--- src/rtl/pkt_buf_pkg.sv ---
// Shared definitions for the single-packet buffer: default widths and the read FSM states.
package pkt_buf_pkg;

  localparam int unsigned BufAwidth = 4;
  localparam int unsigned BufDwidth = 16;

  typedef enum logic [1:0] {
    StIdle,
    StRead,
    StClr
  } rd_state_e;

endpackage

--- src/rtl/pkt_out_fifo.sv ---
// Two-entry synchronous FIFO holding output words with their sop/eop flags.
module pkt_out_fifo
  import pkt_buf_pkg::*;
#(
  parameter int unsigned Width = BufDwidth + 2
) (
  input  logic             clk_i,
  input  logic             srst_i,
  input  logic             push_i,
  input  logic [Width-1:0] wdata_i,
  input  logic             pop_i,
  output logic [Width-1:0] rdata_o,
  output logic             empty_o,
  output logic             full_o,
  output logic [1:0]       usedw_o
);

  logic [Width-1:0] mem_q [2];
  logic [Width-1:0] mem_d [2];
  logic             wr_ptr_q, wr_ptr_d;
  logic             rd_ptr_q, rd_ptr_d;
  logic [1:0]       cnt_q, cnt_d;
  logic             do_push, do_pop;

  always_comb begin
    do_pop   = pop_i && (cnt_q != 2'd0);
    // A push into a full FIFO is only legal when the head leaves in the same cycle.
    do_push  = push_i && ((cnt_q != 2'd2) || do_pop);
    mem_d    = mem_q;
    wr_ptr_d = wr_ptr_q;
    rd_ptr_d = rd_ptr_q;
    if (do_push) begin
      mem_d[wr_ptr_q] = wdata_i;
      wr_ptr_d        = ~wr_ptr_q;
    end
    if (do_pop) begin
      rd_ptr_d = ~rd_ptr_q;
    end
    cnt_d = cnt_q + {1'b0, do_push} - {1'b0, do_pop};
  end

  always_ff @(posedge clk_i) begin
    if (srst_i) begin
      mem_q[0] <= '0;
      mem_q[1] <= '0;
      wr_ptr_q <= 1'b0;
      rd_ptr_q <= 1'b0;
      cnt_q    <= 2'd0;
    end else begin
      mem_q    <= mem_d;
      wr_ptr_q <= wr_ptr_d;
      rd_ptr_q <= rd_ptr_d;
      cnt_q    <= cnt_d;
    end
  end

  assign rdata_o = mem_q[rd_ptr_q];
  assign empty_o = (cnt_q == 2'd0);
  assign full_o  = (cnt_q == 2'd2);
  assign usedw_o = cnt_q;

endmodule

--- src/rtl/pkt_rd_ctrl.sv ---
// Read-side controller: streams a stored packet out of the buffer RAM with sop/eop framing
// under ready backpressure, then pulses clr_o back to the write controller.
module pkt_rd_ctrl
  import pkt_buf_pkg::*;
#(
  parameter int unsigned AWIDTH = BufAwidth,
  parameter int unsigned DWIDTH = BufDwidth
) (
  input  logic              clk_i,
  input  logic              srst_i,
  input  logic              busy_i,
  input  logic [AWIDTH-1:0] wrcnt_i,
  output logic              clr_o,
  output logic              rden_o,
  output logic [AWIDTH-1:0] rdaddr_o,
  input  logic [DWIDTH-1:0] rddata_i,
  output logic [DWIDTH-1:0] data_o,
  output logic              val_o,
  output logic              sop_o,
  output logic              eop_o,
  input  logic              ready_i
);

  localparam logic [AWIDTH:0] CntOne  = 1;
  localparam logic [AWIDTH:0] CntFull = {1'b1, {AWIDTH{1'b0}}};

  rd_state_e       state_q, state_d;
  logic [AWIDTH:0] len_q, len_d;
  logic [AWIDTH:0] issued_q, issued_d;
  logic [AWIDTH:0] xfer_cnt_q, xfer_cnt_d;
  logic            rd_pend_q, rd_pend_d;
  logic            pend_sop_q, pend_sop_d;
  logic            pend_eop_q, pend_eop_d;

  logic              xfer, credit, rden, clr;
  logic              fifo_empty, fifo_full;
  logic [1:0]        fifo_usedw;
  logic [DWIDTH+1:0] fifo_head;

  assign xfer = !fifo_empty && ready_i;

  // Occupancy plus in-flight read may reach 2 only if a word leaves this cycle.
  always_comb begin
    if (fifo_full) begin
      credit = xfer && !rd_pend_q;
    end else begin
      credit = !(fifo_usedw[0] && rd_pend_q) || xfer;
    end
  end

  always_comb begin
    state_d    = state_q;
    len_d      = len_q;
    issued_d   = issued_q;
    xfer_cnt_d = xfer_cnt_q;
    rd_pend_d  = 1'b0;
    pend_sop_d = pend_sop_q;
    pend_eop_d = pend_eop_q;
    rden       = 1'b0;
    clr        = 1'b0;
    unique case (state_q)
      StIdle: begin
        if (busy_i) begin
          len_d      = (wrcnt_i == '0) ? CntFull : {1'b0, wrcnt_i};
          issued_d   = '0;
          xfer_cnt_d = '0;
          state_d    = StRead;
        end
      end
      StRead: begin
        if ((issued_q < len_q) && credit) begin
          rden       = 1'b1;
          issued_d   = issued_q + CntOne;
          rd_pend_d  = 1'b1;
          pend_sop_d = (issued_q == '0);
          pend_eop_d = (issued_q == len_q - CntOne);
        end
        if (xfer) begin
          xfer_cnt_d = xfer_cnt_q + CntOne;
          if (xfer_cnt_q == len_q - CntOne) begin
            state_d = StClr;
          end
        end
      end
      StClr: begin
        clr     = 1'b1;
        state_d = StIdle;
      end
      default: state_d = StIdle;
    endcase
  end

  always_ff @(posedge clk_i) begin
    if (srst_i) begin
      state_q    <= StIdle;
      len_q      <= '0;
      issued_q   <= '0;
      xfer_cnt_q <= '0;
      rd_pend_q  <= 1'b0;
      pend_sop_q <= 1'b0;
      pend_eop_q <= 1'b0;
    end else begin
      state_q    <= state_d;
      len_q      <= len_d;
      issued_q   <= issued_d;
      xfer_cnt_q <= xfer_cnt_d;
      rd_pend_q  <= rd_pend_d;
      pend_sop_q <= pend_sop_d;
      pend_eop_q <= pend_eop_d;
    end
  end

  // Framing flags travel with the RAM word so they stay aligned under backpressure.
  pkt_out_fifo #(
    .Width(DWIDTH + 2)
  ) u_out_fifo (
    .clk_i  (clk_i),
    .srst_i (srst_i),
    .push_i (rd_pend_q),
    .wdata_i({pend_sop_q, pend_eop_q, rddata_i}),
    .pop_i  (xfer),
    .rdata_o(fifo_head),
    .empty_o(fifo_empty),
    .full_o (fifo_full),
    .usedw_o(fifo_usedw)
  );

  assign clr_o    = clr;
  assign rden_o   = rden;
  assign rdaddr_o = issued_q[AWIDTH-1:0];
  assign val_o    = !fifo_empty;
  assign data_o   = fifo_head[DWIDTH-1:0];
  assign sop_o    = fifo_head[DWIDTH+1];
  assign eop_o    = fifo_head[DWIDTH];

endmodule

--- config.mk ---
export PLATFORM = sky130hd
export DESIGN_NAME = pkt_rd_ctrl
export DESIGN_NICKNAME = d
export VERILOG_FILES = /design/src/rtl/pkt_buf_pkg.sv /design/src/rtl/pkt_out_fifo.sv /design/src/rtl/pkt_rd_ctrl.sv
export SDC_FILE = /design/constraint.sdc
export NUM_CORES = 1
export LEC_CHECK = 0
export BUFFER_PORTS_ARGS = -buffer_cell sky130_fd_sc_hd__buf_2
export CORE_MARGIN = 3
export CORE_UTILIZATION = 44
export DETAILED_ROUTE_END_ITERATION = 10
export GPL_TIMING_DRIVEN = 0
export PLACE_DENSITY = 0.62
export SYNTH_ARGS = -nofsm -noshare
export SYNTH_HDL_FRONTEND = slang
export SYNTH_HIERARCHICAL = 1
export SYNTH_SLANG_ARGS = --single-unit
--- constraint.sdc ---
create_clock -name clk_i -period 2.7 [get_ports clk_i]
set_input_delay 0.405 -clock clk_i [delete_from_list [all_inputs] [get_ports clk_i]]
set_output_delay 0.405 -clock clk_i [all_outputs]
set_load 0.01 [all_outputs]
# Word level (Yosys, flattened, before mapping)
# Cells that the tools add are included.
dict set report totals {
  in_bits 24
  latch_bits 0
  ramBits 0
  output_inout_bits 25
  memories 0
  word_cells 78
  romBits 0
  register_bits 60
}
dict set report classes {
  reduce_logical 23
  muxes 20
  div 0
  bitwise 4
  eq_ne 10
  shift 0
  add_sub_neg 5
  order_cmp 4
  n_mul 0
}
# cell count
set ops {}
lappend ops {{18-bit two-way mux} 4}
lappend ops {{36-bit bitwise mux} 1}
lappend ops {{5-bit two-way mux} 4}
lappend ops {{5-bit one-hot mux with 2 select lines} 2}
lappend ops {{18-bit demux with 1-bit select} 1}
lappend ops {{5-bit by 1-bit adder with 5-bit output, second input constant} 2}
lappend ops {{5-bit == test} 2}
lappend ops {{3-bit AND reduction} 3}
lappend ops {{2-bit != test, second input constant} 4}
lappend ops {{1-bit logical AND} 7}
lappend ops {{2-bit two-way mux} 3}
lappend ops {{5-bit zero test} 1}
lappend ops {{5-bit less-than comparator} 1}
lappend ops {{5-bit by 1-bit subtractor with 5-bit output, second input constant} 1}
lappend ops {{2-bit == test, second input constant} 2}
lappend ops {{2-bit greater-or-equal comparator, second input constant} 2}
lappend ops {{2-bit zero test} 2}
lappend ops {{4-bit zero test} 1}
lappend ops {{1-bit two-way mux} 4}
lappend ops {{1-bit NOT with 2-bit output} 2}
lappend ops {{2-bit one-hot mux with 2 select lines} 1}
lappend ops {{2-bit AND reduction} 2}
lappend ops {{2-bit nonzero test} 2}
lappend ops {{1-bit zero test} 3}
lappend ops {{other kinds (7)} 9}

# Logic depth before layout (Yosys ltp)
# Gate-level depths: netlist of run 1.
dict set report depth {
  depth_word 8
  ltp_mapped 9
  ltp_nobuf 8
}

# Modules after synthesis
# The synthesis of run 1 kept the hierarchy.
# module instances seq_area_each_um2 cells_per_inst area_per_inst_um2
set by_module_without_submodules {}
lappend by_module_without_submodules {pkt_out_fifo 1 800.8 209 1971.9}
lappend by_module_without_submodules {pkt_rd_ctrl 1 400.4 149 1271.2}

# Least setup slack after synthesis of run 1
# No wires, ideal clock.
dict set report synth_path {
  path_type {register -> output}
  startpoint {reg len_q[3]}
  endpoint {out rden_o}
  path_buffers 1
  t_arrival_ns 1.516
  t_required_ns 2.295
  path_slack_ns 0.779
  path_stages_with_launch 7
  cell_sequence {dfxtp_1 -> inv_1 -> ha_1 -> a21oi_1 -> nor2b_1 -> clkbuf_1 -> nor3_1}
}
dict set report synth_via {
  elab_chain_cells 4
}
# element line_no
set synth_lines {}
lappend synth_lines {{start, declared} pkt_rd_ctrl.sv:28} ;# logic [AWIDTH:0] len_q, len_d;
lappend synth_lines {{start signal, assigned} pkt_rd_ctrl.sv:104} ;# len_q <= len_d;
lappend synth_lines {{5-bit less-than comparator} pkt_rd_ctrl.sv:71} ;# if ((issued_q < len_q) && credit) begin
lappend synth_lines {{1-bit logical AND} pkt_rd_ctrl.sv:71}
lappend synth_lines {{1-bit two-way mux} pkt_rd_ctrl.sv:71}
lappend synth_lines {{1-bit two-way mux} n/a}
lappend synth_lines {{end, declared} pkt_rd_ctrl.sv:14} ;# output logic rden_o,
# No other way between the ends.

# Worst setup path in the final report of run 1
dict set report layout_path {
  startpoint {reg u_out_fifo.cnt_q[0] (netlist: u_out_fifo/usedw_o[0])}
  endpoint {out rden_o}
}
dict set report layout_via {
  elab_chain_cells 8
  elab_cells_between_ends 12
  cone_classes {eq/ne: 1; mux: 3; reduce/logical: 8}
}
# element line_no
set layout_lines {}
lappend layout_lines {{start, declared} pkt_out_fifo.sv:22} ;# logic [1:0] cnt_q, cnt_d;
lappend layout_lines {{start signal, assigned} pkt_out_fifo.sv:53} ;# cnt_q <= cnt_d;
lappend layout_lines {{2-bit zero test *} pkt_out_fifo.sv:58} ;# assign empty_o = (cnt_q == 2'd0);
lappend layout_lines {{net fifo_empty} pkt_rd_ctrl.sv:36} ;# logic fifo_empty, fifo_full;
lappend layout_lines {{1-bit zero test *} pkt_rd_ctrl.sv:40} ;# assign xfer = !fifo_empty && ready_i;
lappend layout_lines {{1-bit logical AND *} pkt_rd_ctrl.sv:40}
lappend layout_lines {{net xfer} pkt_rd_ctrl.sv:35} ;# logic xfer, credit, rden, clr;
lappend layout_lines {{1-bit logical OR / 1-bit logical AND (equally long branches)} {pkt_rd_ctrl.sv:47, pkt_rd_ctrl.sv:45}}
lappend layout_lines {{1-bit two-way mux *} pkt_rd_ctrl.sv:44} ;# if (fifo_full) begin
lappend layout_lines {{1-bit logical AND *} pkt_rd_ctrl.sv:71}
lappend layout_lines {{1-bit two-way mux *} pkt_rd_ctrl.sv:71}
lappend layout_lines {{1-bit two-way mux *} n/a}
# The timed path passes the listed nets; every way through them passes the cells marked *.

==> metrics.txt, run 1 <==
PwrDens 528 mW/mm2; DRT Wirelength 7140 um; leading area contributor after synthesis dfxtp_1; max cap viols 0; CP Cell Sequence buf_6 > nor2_1 > nor2b_2 > o2111ai_1 > buf_2 > nor3_2 > buf_2; Final Cycle Share 91.2%; CTS tree done; Period minus WS final 2.46 ns; grt total ovfl 0; top post-synthesis cells by area dfxtp_1, nand2b_1, mux2i_1; detailed placer's ending HPWL 5070 um; Root Driver clkbuf_8; WP data required 2.30 ns; remaining antenna violation count 0; drc violations 0; Hold Buf Count CTS 0; final setup fails 0; area grow syn2layout 18.2%; die footprint 0.00844 mm2; Final Net Count 451; pin count of the biggest net entering global routing 14; Worst Tran Pin Value 1.04 ns; Horiz. Die Dim 91.9 um; Clock H-tree levels 3; Final Hold Fails 0; clock buffer depth 2; CTS buffer count 9; Yosys top cell area share 37.0%; Post-synth EDFFs 0; via count 2626; first-pass GRT wire length 12000 um; register bit total from synthesis 60; Core Rows 30; critical path class reg2out; count leader, synth dfxtp_1; clock skew 0.00766 ns; IO Count 49; IO buf count 48; Worst Setup Start Kind register; register area share after synthesis 37.0%; antenna fix cells 0; mean area per synthesized cell 9.06 um2; Final Max Tran Viols 0; DP Area 0.00360 mm2; layout cells sized above 1 24.6%; CP max stage cell dfxtp_1; post-CTS setup buffer count 0; crit-path most repeated cell buf_2; hold crit path type in2reg; core area 0.00698 mm2; asr flop ratio synth 0%; Max-slew headroom 29.4%; Worst-Skew Late Latency 0.34 ns; placed cells 502; crit path capture type primary output; Detailed Routing Iterations Pass 1 4; RePlAce Congestion 0.843; antenna violations before repair 0; Finished Layout Cells 518; Max Freq 406 MHz; tightest hold margin 0.312 ns; Total GRT Usage 17.8%; top cell types by occurrence after synthesis dfxtp_1, nand2b_1, o21ai_0, nor2_1, nor2b_1; Cell Area, Synth 0.00324 mm2; Pleak 0.00157 uW; Die Y 91.9 um; setup TNS 0 ns; Reg clk slew, reported paths 0.07 ns; Synth Flop Type dfxtp_1; DRT iter0 DRCs 87; worst IR drop on VDD 0.000210 V; Post-Syn Instances 358; Synth cell types 46; largest fanout on the critical path 10; status complete, no violations; synth warn 6; DR vias/cell 5.07; Arrival @ worst endpoint 2.06 ns; initial core utilization 46.5%; unrepaired setup endpoints after global routing no; critical path's largest stage delay 0.38 ns; vias in the first global route 2494; Post-Syn Nets 392; routed length per placed instance 13.8 um; Sink Count 60; Finished Cell Area 0.00383 mm2
## cells by family (layout without fill, tap and decap cells)
kind of cell               Yosys count  in the layout  share of synthesized area [%]
adders and majority gates           10             10                           3.86
buffers and inverters               38            102                           6.02
xor gates and xnor gates            16             16                           5.21
DFF                                 60             60                           37.0
muxes                               41             41                           13.4
AOI/OAI and AO/OA                   64             64                           11.1
and+or+nand+nor                    129            129                           23.4
## flip-flops by register name, summed over array words and instances (netlist names), 2 cells and up
| register | count |
|---|---|
| state_q | 2 |
| issued_q | 5 |
| xfer_cnt_q | 5 |
| len_q | 5 |
| u_out_fifo/usedw_o | 2 |
| u_out_fifo/mem_q | 36 |
## where the power goes
| group | internal [uW] | leakage [uW] | switching [uW] | total [uW] |
|---|---|---|---|---|
| logic | 88.6 | 0.000980 | 106 | 195 |
| registers | 902 | 0.000485 | 14.6 | 917 |
| clock network | 524 | 0.000110 | 388 | 912 |
| total | 1510 | 0.00157 | 509 | 2020 |
## layer usage
layer	vias up	wire, um	global-route usage, %
met5	-	0	0
met4	0	83	7.92
met3	7	287	3.45
met2	55	3330	28.8
met1	1212	3440	23.0
li1	1352	-	-
## path summary, 6_finish.rpt
kind | start | endpoint | slack (ns) | depth (start not counted)
setup / recovery | u_out_fifo/usedw_o[0]$_SDFF_PP0_ | rden_o | 0.24 | 7
hold / removal | wrcnt_i[1] | len_q[1]$_SDFFE_PP0P_ | 0.31 | 3
setup reg to reg | u_out_fifo/usedw_o[0]$_SDFF_PP0_ | xfer_cnt_q[3]$_SDFFE_PP0P_ | 0.61 | 6
hold reg to reg | u_out_fifo/mem_q[3]$_SDFFE_PP0P_ | u_out_fifo/mem_q[3]$_SDFFE_PP0P_ | 0.47 | 2
## layout make-up
type,count,area (um2)
timing repair buffer,48,240
buffer,26,151
clock buffer,9,124
clock inverter,7,98.8
tap,96,120
sequential,60,1200
fill,681,3150
inverter,12,45.0
multi-input combinational,260,1850
## through the flow
stage	power (uW)	util [%]	setup WS (ns)
2_1_floorplan	1070	-	0.779
3_3_place_gp	1130	51.6	0.465
3_5_place_dp	1130	51.6	0.513
4_1_cts	2050	54.8	0.127
5_1_grt	2110	54.9	0.103
6_report	2020	54.9	0.237
## worst max-delay path: cells and delay by family (launching register included)
kind                   cells  cell delay [ns]
DFF                        1             0.38
AOI/OAI and AO/OA          1             0.22
and+or+nand+nor            3             0.58
buffers and inverters      3             0.54
## layout by cell type, fill, tap and decap left out, drive strengths merged, types with 3 or more instances in the layout
master   instances
dfxtp           60
buf             60
o21ai           39
nand2b          39
nor2b           25
nor2            24
clkbuf          23
mux2i           22
mux2            19
a21oi           13
inv             13
ha              10
nand2            9
xnor2            7
xor2             7
nor4             5
nand3            4
or4              4
o2111ai          3
or3              3
o31ai            3
nor3b            3
clkinv           3
## what timing repair did
item	4_1_cts	5_1_grt
resized for setup	0	3
hold endpoints to repair	0	0
setup endpoints to repair	0	1
(Power assumes the default switching activity.)
==> inputs of run 2 (changes only) <==
Settings changed: SETUP_SLACK_MARGIN set to 0.3.
==> run 2 against run 1 <==
  * Largest cell class unchanged
  * Count of clock-buffer cells in the layout unchanged
  * Highest routed layer unchanged
  * Critical path type unchanged
  * Sequential share of layout area is 0.069 points lower
  * Sequential power barely moved
  * Sequential cell count unchanged
  * Hold slack worse by 0.00050 ns
==> metrics.txt, run 2 (synthesis results as in run 1) <==
status complete, no violations; clock share of power 44.9%; clock buffer depth 2; unrepaired setup endpoints after global routing no; Largest Register u_out_fifo/mem_q; most frequent cells in the layout dfxtp_1, buf_2, o21ai_0, nand2b_1, nor2b_1; clock skew 0.00895 ns; Worst-Skew Late Latency 0.34 ns; R2R Setup Slk 0.63 ns; DRT iter0 DRCs 95; Horiz. Die Dim 91.9 um; critical path's largest stage delay 0.33 ns; share of power burned in registers 45.2%; Final Hold Fails 0; Finished Layout Cells 518; setup TNS 0 ns; grt total ovfl 0; largest fanout on the critical path 10; drc violations 0; layout cells sized above 1 26.5%; CTS tree done; CTS buffer count 9; final setup fails 0; max FFs per register 36; worst r2r dst xfer_cnt_q[3]$_SDFFE_PP0P_; CP top delay family buffers and inverters; switching share of power 25.1%; max cap viols 0; initial core utilization 46.5%; Final Cycle Share 84.8%; Detailed Routing Iterations Pass 1 4; post-CTS setup buffer count 0; routed length per placed instance 13.8 um; P_sw 510 uW; Die Y 91.9 um; core area 0.00698 mm2; WP data required 2.30 ns; worst IR drop on VDD 0.000208 V; Period minus WS final 2.29 ns; DRT Wirelength 7130 um; Buf+Inv Stages, Crit Path 3; CP max stage cell dfxtp_2; IO buf count 48; hold_sp wrcnt_i[0]; Sink Count 60; first-pass GRT wire length 12000 um; Arrival @ worst endpoint 1.89 ns; tightest hold margin 0.311 ns; worst r2r path cells 6; Hold Path End len_q[0]$_SDFFE_PP0P_; RePlAce Congestion 0.843; antenna fix cells 0; Root Driver clkbuf_8; Logic pwr share 9.9%; detailed placer's ending HPWL 5070 um; via count 2615; Hold Path Stages 3; Final Max Tran Viols 0; Reg clk slew, reported paths 0.07 ns; Max Freq 437 MHz; IO Count 49; Clock H-tree levels 3; critical path class reg2out; commonest non-fill, non-tap cell in the layout dfxtp_1; DR vias/cell 5.05; Internal 1520 uW; placed cells 502; Pleak 0.00159 uW; Max-slew headroom 28.7%; antenna violations before repair 0; Total GRT Usage 17.8%; area grow syn2layout 19.2%; PwrDens 525 mW/mm2; hold crit path type in2reg; remaining antenna violation count 0; die footprint 0.00844 mm2; Final Net Count 451; Reg2Reg Launch Point u_out_fifo/usedw_o[0]$_SDFF_PP0_; pin count of the biggest net entering global routing 14; vias in the first global route 2500; crit path capture type primary output; Core Rows 30; CP Cell Sequence inv_2 > ha_1 > nor2b_1 > o2111a_2 > buf_6 > nor3_4 > buf_2; Worst Tran Pin Value 1.06 ns; Worst Setup Start Kind register
==> run 2: layout make-up <==
| class | count | area [um2] |
|---|---|---|
| Buffer | 26 | 161 |
| Clock buffer | 9 | 124 |
| Clock inverter | 7 | 98.8 |
| Fill cell | 673 | 3120 |
| Inverter | 12 | 45.0 |
| Multi-Input combinational cell | 260 | 1870 |
| Sequential cell | 60 | 1210 |
| Tap cell | 96 | 120 |
| Timing Repair Buffer | 48 | 240 |
==> run 2: worst max-delay path by stage <==
stage	startpoint	endpoint	depth (start not counted)
2_1_floorplan	len_q[3]$_SDFFE_PP0P_	rden_o	6
3_3_place_gp	len_q[3]$_SDFFE_PP0P_	rden_o	7
3_5_place_dp	len_q[3]$_SDFFE_PP0P_	rden_o	7
4_1_cts	len_q[3]$_SDFFE_PP0P_	rden_o	7
5_1_grt	len_q[3]$_SDFFE_PP0P_	rden_o	7
6_report	len_q[1]$_SDFFE_PP0P_	rden_o	7
==> run 2: through the flow <==
step	total power (uW)	area (um2)	worst slack (ns)	utilization [%]
after floorplan	1070	3240	0.779	-
after CTS	2050	3840	0.266	55.1
after global placement	1130	3600	0.465	51.6
after global routing	2120	3860	0.310	55.4
after detailed placement	1130	3600	0.513	51.6
final	2030	3860	0.409	55.4
==> run 2: power by group through the flow <==
stage | registers, uW | clock network (uW) | logic (uW)
2_1_floorplan | 933 | 0 | 133
3_3_place_gp | 937 | 0 | 192
3_5_place_dp | 937 | 0 | 195
4_1_cts | 917 | 937 | 197
5_1_grt | 920 | 973 | 225
6_report | 917 | 911 | 202
==> run 2: metal layers <==
metal	track usage (%)	wire length (um)	share of wire, %	vias up
li1	-	-	-	1353
met3	3.45	304	4.3	7
met1	23.0	3390	48	1203
met5	0	0	0	-
met4	7.92	101	1.4	0
met2	28.9	3340	47	52
==> run 2: timing repair <==
action                                  in CTS  in global routing
endpoints found under the setup margin      10                  1
hold buffers                                 0                  0
hold endpoints to repair                     0                  0
gates resized for setup                      7                 13
==> run 2: worst register-to-register path: stages (launching register included) <==
cell and delay (ns):
dfxtp_1 0.38, buf_6 0.15, nor2_2 0.07, nor4bb_1 0.90, o2111ai_1 0.23, xor2_1 0.19
nor2_1 0.05
==> inputs of run 3 (changes only) <==
Settings changed: ABC_AREA set to 1.
Clock period 2.7 ns to 2.33 ns, I/O delays scaled along.
==> run 3 against run 2 <==
  * Via count is 32% higher
  * Die area is 7.9% higher
  * First-iteration DRC count is 87% higher
  * Cell count is 40% higher
  * Sequential power is 25% higher
  * Global-route usage is 3.4 points higher
  * Area after synthesis is 8.5% higher
  * Register-to-register slack worse by 0.16 ns
  * Sequential share of layout area is 2.4 points lower
  * Count of clock-buffer cells in the layout is 4 higher
  * Routed wire length is 26% higher
  * Synthesized cell count is 54% higher
  * Largest power group unchanged
==> metrics.txt, run 3 <==
initial core utilization 47.0%; clock buffer depth 2; max FFs per register 36; top cell types by occurrence after synthesis nand2_1, inv_1, dfxtp_1, nor2_1, nand4_1; via count 3460; asr flop ratio synth 0%; post-synthesis adder-cell area fraction 3.56%; antenna fix cells 0; synth warn 6; metal1 wirelength 4380 um; remaining antenna violation count 0; DP Area 0.00388 mm2; R2R Setup Slk 0.47 ns; commonest non-fill, non-tap cell in the layout nand2_1; critical path class reg2out; Core Rows 31; Pwr Total 2720 uW; Total GRT Usage 21.2%; Final Hold Fails 0; Finished Cell Area 0.00426 mm2; largest fanout on the critical path 4; vias in the first global route 3193; DR WL met2 3960 um; Worst-Skew Late Latency 0.34 ns; tightest hold margin 0.218 ns; Cell Area, Synth 0.00352 mm2; CTS tree done; CTS buffer count 9; XOR/XNOR Fraction of Synth Area 1.99%; routed length per placed instance 12.4 um; PwrDens 640 mW/mm2; unrepaired setup endpoints after global routing no; Final Net Count 655; Hold Buf Count CTS 0; max cap viols 0; most frequent cells in the layout nand2_1, inv_1, nor2_1; WP data required 1.98 ns; leading area contributor after synthesis dfxtp_1; Root Driver clkbuf_8; Arrival @ worst endpoint 1.62 ns; DR vias/cell 4.78; met3 wire length 485 um; Final Cycle Share 84.7%; Horiz. Die Dim 95.4 um; RePlAce Congestion 0.835; Worst Setup Start Kind register; placed cells 700; worst IR drop on VDD 0.000362 V; Reg clk slew, reported paths 0.06 ns; area grow syn2layout 20.9%; register area share after synthesis 34.1%; Clock H-tree levels 3; Pleak 0.00216 uW; Finished Layout Cells 724; mean area per synthesized cell 6.36 um2; die footprint 0.00910 mm2; IO Count 49; hold crit path type in2reg; pin count of the biggest net entering global routing 11; Sink Count 60; Die Y 95.4 um; post-synthesis compound-gate area fraction 7.72%; main combinational cell family by area after synthesis simple AND/OR/NAND/NOR gates; DRT Wirelength 8970 um; register bit total from synthesis 60; clock skew 0.00669 ns; drc violations 0; status complete, no violations; Post-synth EDFFs 0; setup TNS 0 ns; count leader, synth nand2_1; core area 0.00749 mm2; Yosys top cell area share 34.1%; Synth Flop Type dfxtp_1; Worst Tran Pin Value 0.552 ns; final setup fails 0; crit path capture type primary output; Period minus WS final 1.97 ns; Post-Syn Instances 553; grt total ovfl 0; layout cells sized above 1 22.4%; top sig layer met4; IO buf count 48; Detailed Routing Iterations Pass 1 5; Largest Register u_out_fifo/mem_q; mux contribution to synthesized area 0%; Max Freq 507 MHz; first-pass GRT wire length 14900 um; antenna violations before repair 0; Final Max Tran Viols 0; detailed placer's ending HPWL 6280 um; Post-Syn Nets 587; Synth cell types 32; Max-slew headroom 63.2%; post-synthesis simple-gate area fraction 33.8%; top post-synthesis cells by area dfxtp_1, nand2_1, inv_1; DRT iter0 DRCs 178
## run 3: logic make-up (layout without fill, tap and decap cells)
family,count (synthesis),after routing
AND/OR/NAND/NOR,266,266
buffers and inverters,158,230
flip-flops,60,60
AO/OA/AOI/OAI,51,51
adder cells (fa/ha/maj),10,10
XOR/XNOR,8,8
## run 3: timing repair
action	in CTS	in global routing
pin swaps	1	11
resized for setup	13	35
setup buffers	1	8
endpoints found under the setup margin	18	2
## run 3: stage by stage
step / utilization [%] / worst slack [ns]
after global placement: 51.9 / 0.207
final: 56.8 / 0.356
after CTS: 54.7 / 0.258
after detailed placement: 51.9 / 0.152
after floorplan: - / 0.397
after global routing: 56.8 / 0.293
## run 3: path summary, 6_finish.rpt
path / depth (start not counted) / endpoint / from
setup / recovery: 8 / rden_o / len_q[4]$_SDFFE_PP0P_
hold / removal: 2 / u_out_fifo/usedw_o[0]$_SDFF_PP0_ / srst_i
setup reg to reg: 16 / u_out_fifo/usedw_o[1]$_SDFF_PP0_ / u_out_fifo/usedw_o[0]$_SDFF_PP0_
hold reg to reg: 2 / pend_eop_q$_SDFFE_PP0P_ / pend_eop_q$_SDFFE_PP0P_
## run 3: layout make-up
| cell class | count | area, um2 |
|---|---|---|
| fillers | 765 | 3230 |
| plain buffers | 29 | 191 |
| repair buffers | 57 | 314 |
| inverters | 129 | 494 |
| well taps | 99 | 124 |
| multi-input cells | 335 | 1740 |
| clock inverters | 2 | 10.0 |
| clock buffers | 13 | 159 |
| flip-flops and latches | 60 | 1230 |
## run 3: power breakdown
group	internal, uW	total, uW	switching, uW
registers	1100	1150	46.5
clock network	435	821	386
logic	293	753	460
## run 3: worst max-delay path: stages (launching register included)
cell     delay, ns
dfxtp_2       0.36
inv_4         0.05
ha_4          0.23
a21oi_4       0.16
nand3_2       0.11
a21oi_4       0.15
nand2_4       0.08
inv_4         0.06
buf_6         0.09
## run 3: routing by layer
| metal | up-vias | track usage (%) |
|---|---|---|
| li1 | 1831 | - |
| met1 | 1542 | 28.8 |
| met2 | 71 | 33.1 |
| met3 | 16 | 5.45 |
| met4 | 0 | 6.04 |
| met5 | - | 0 |
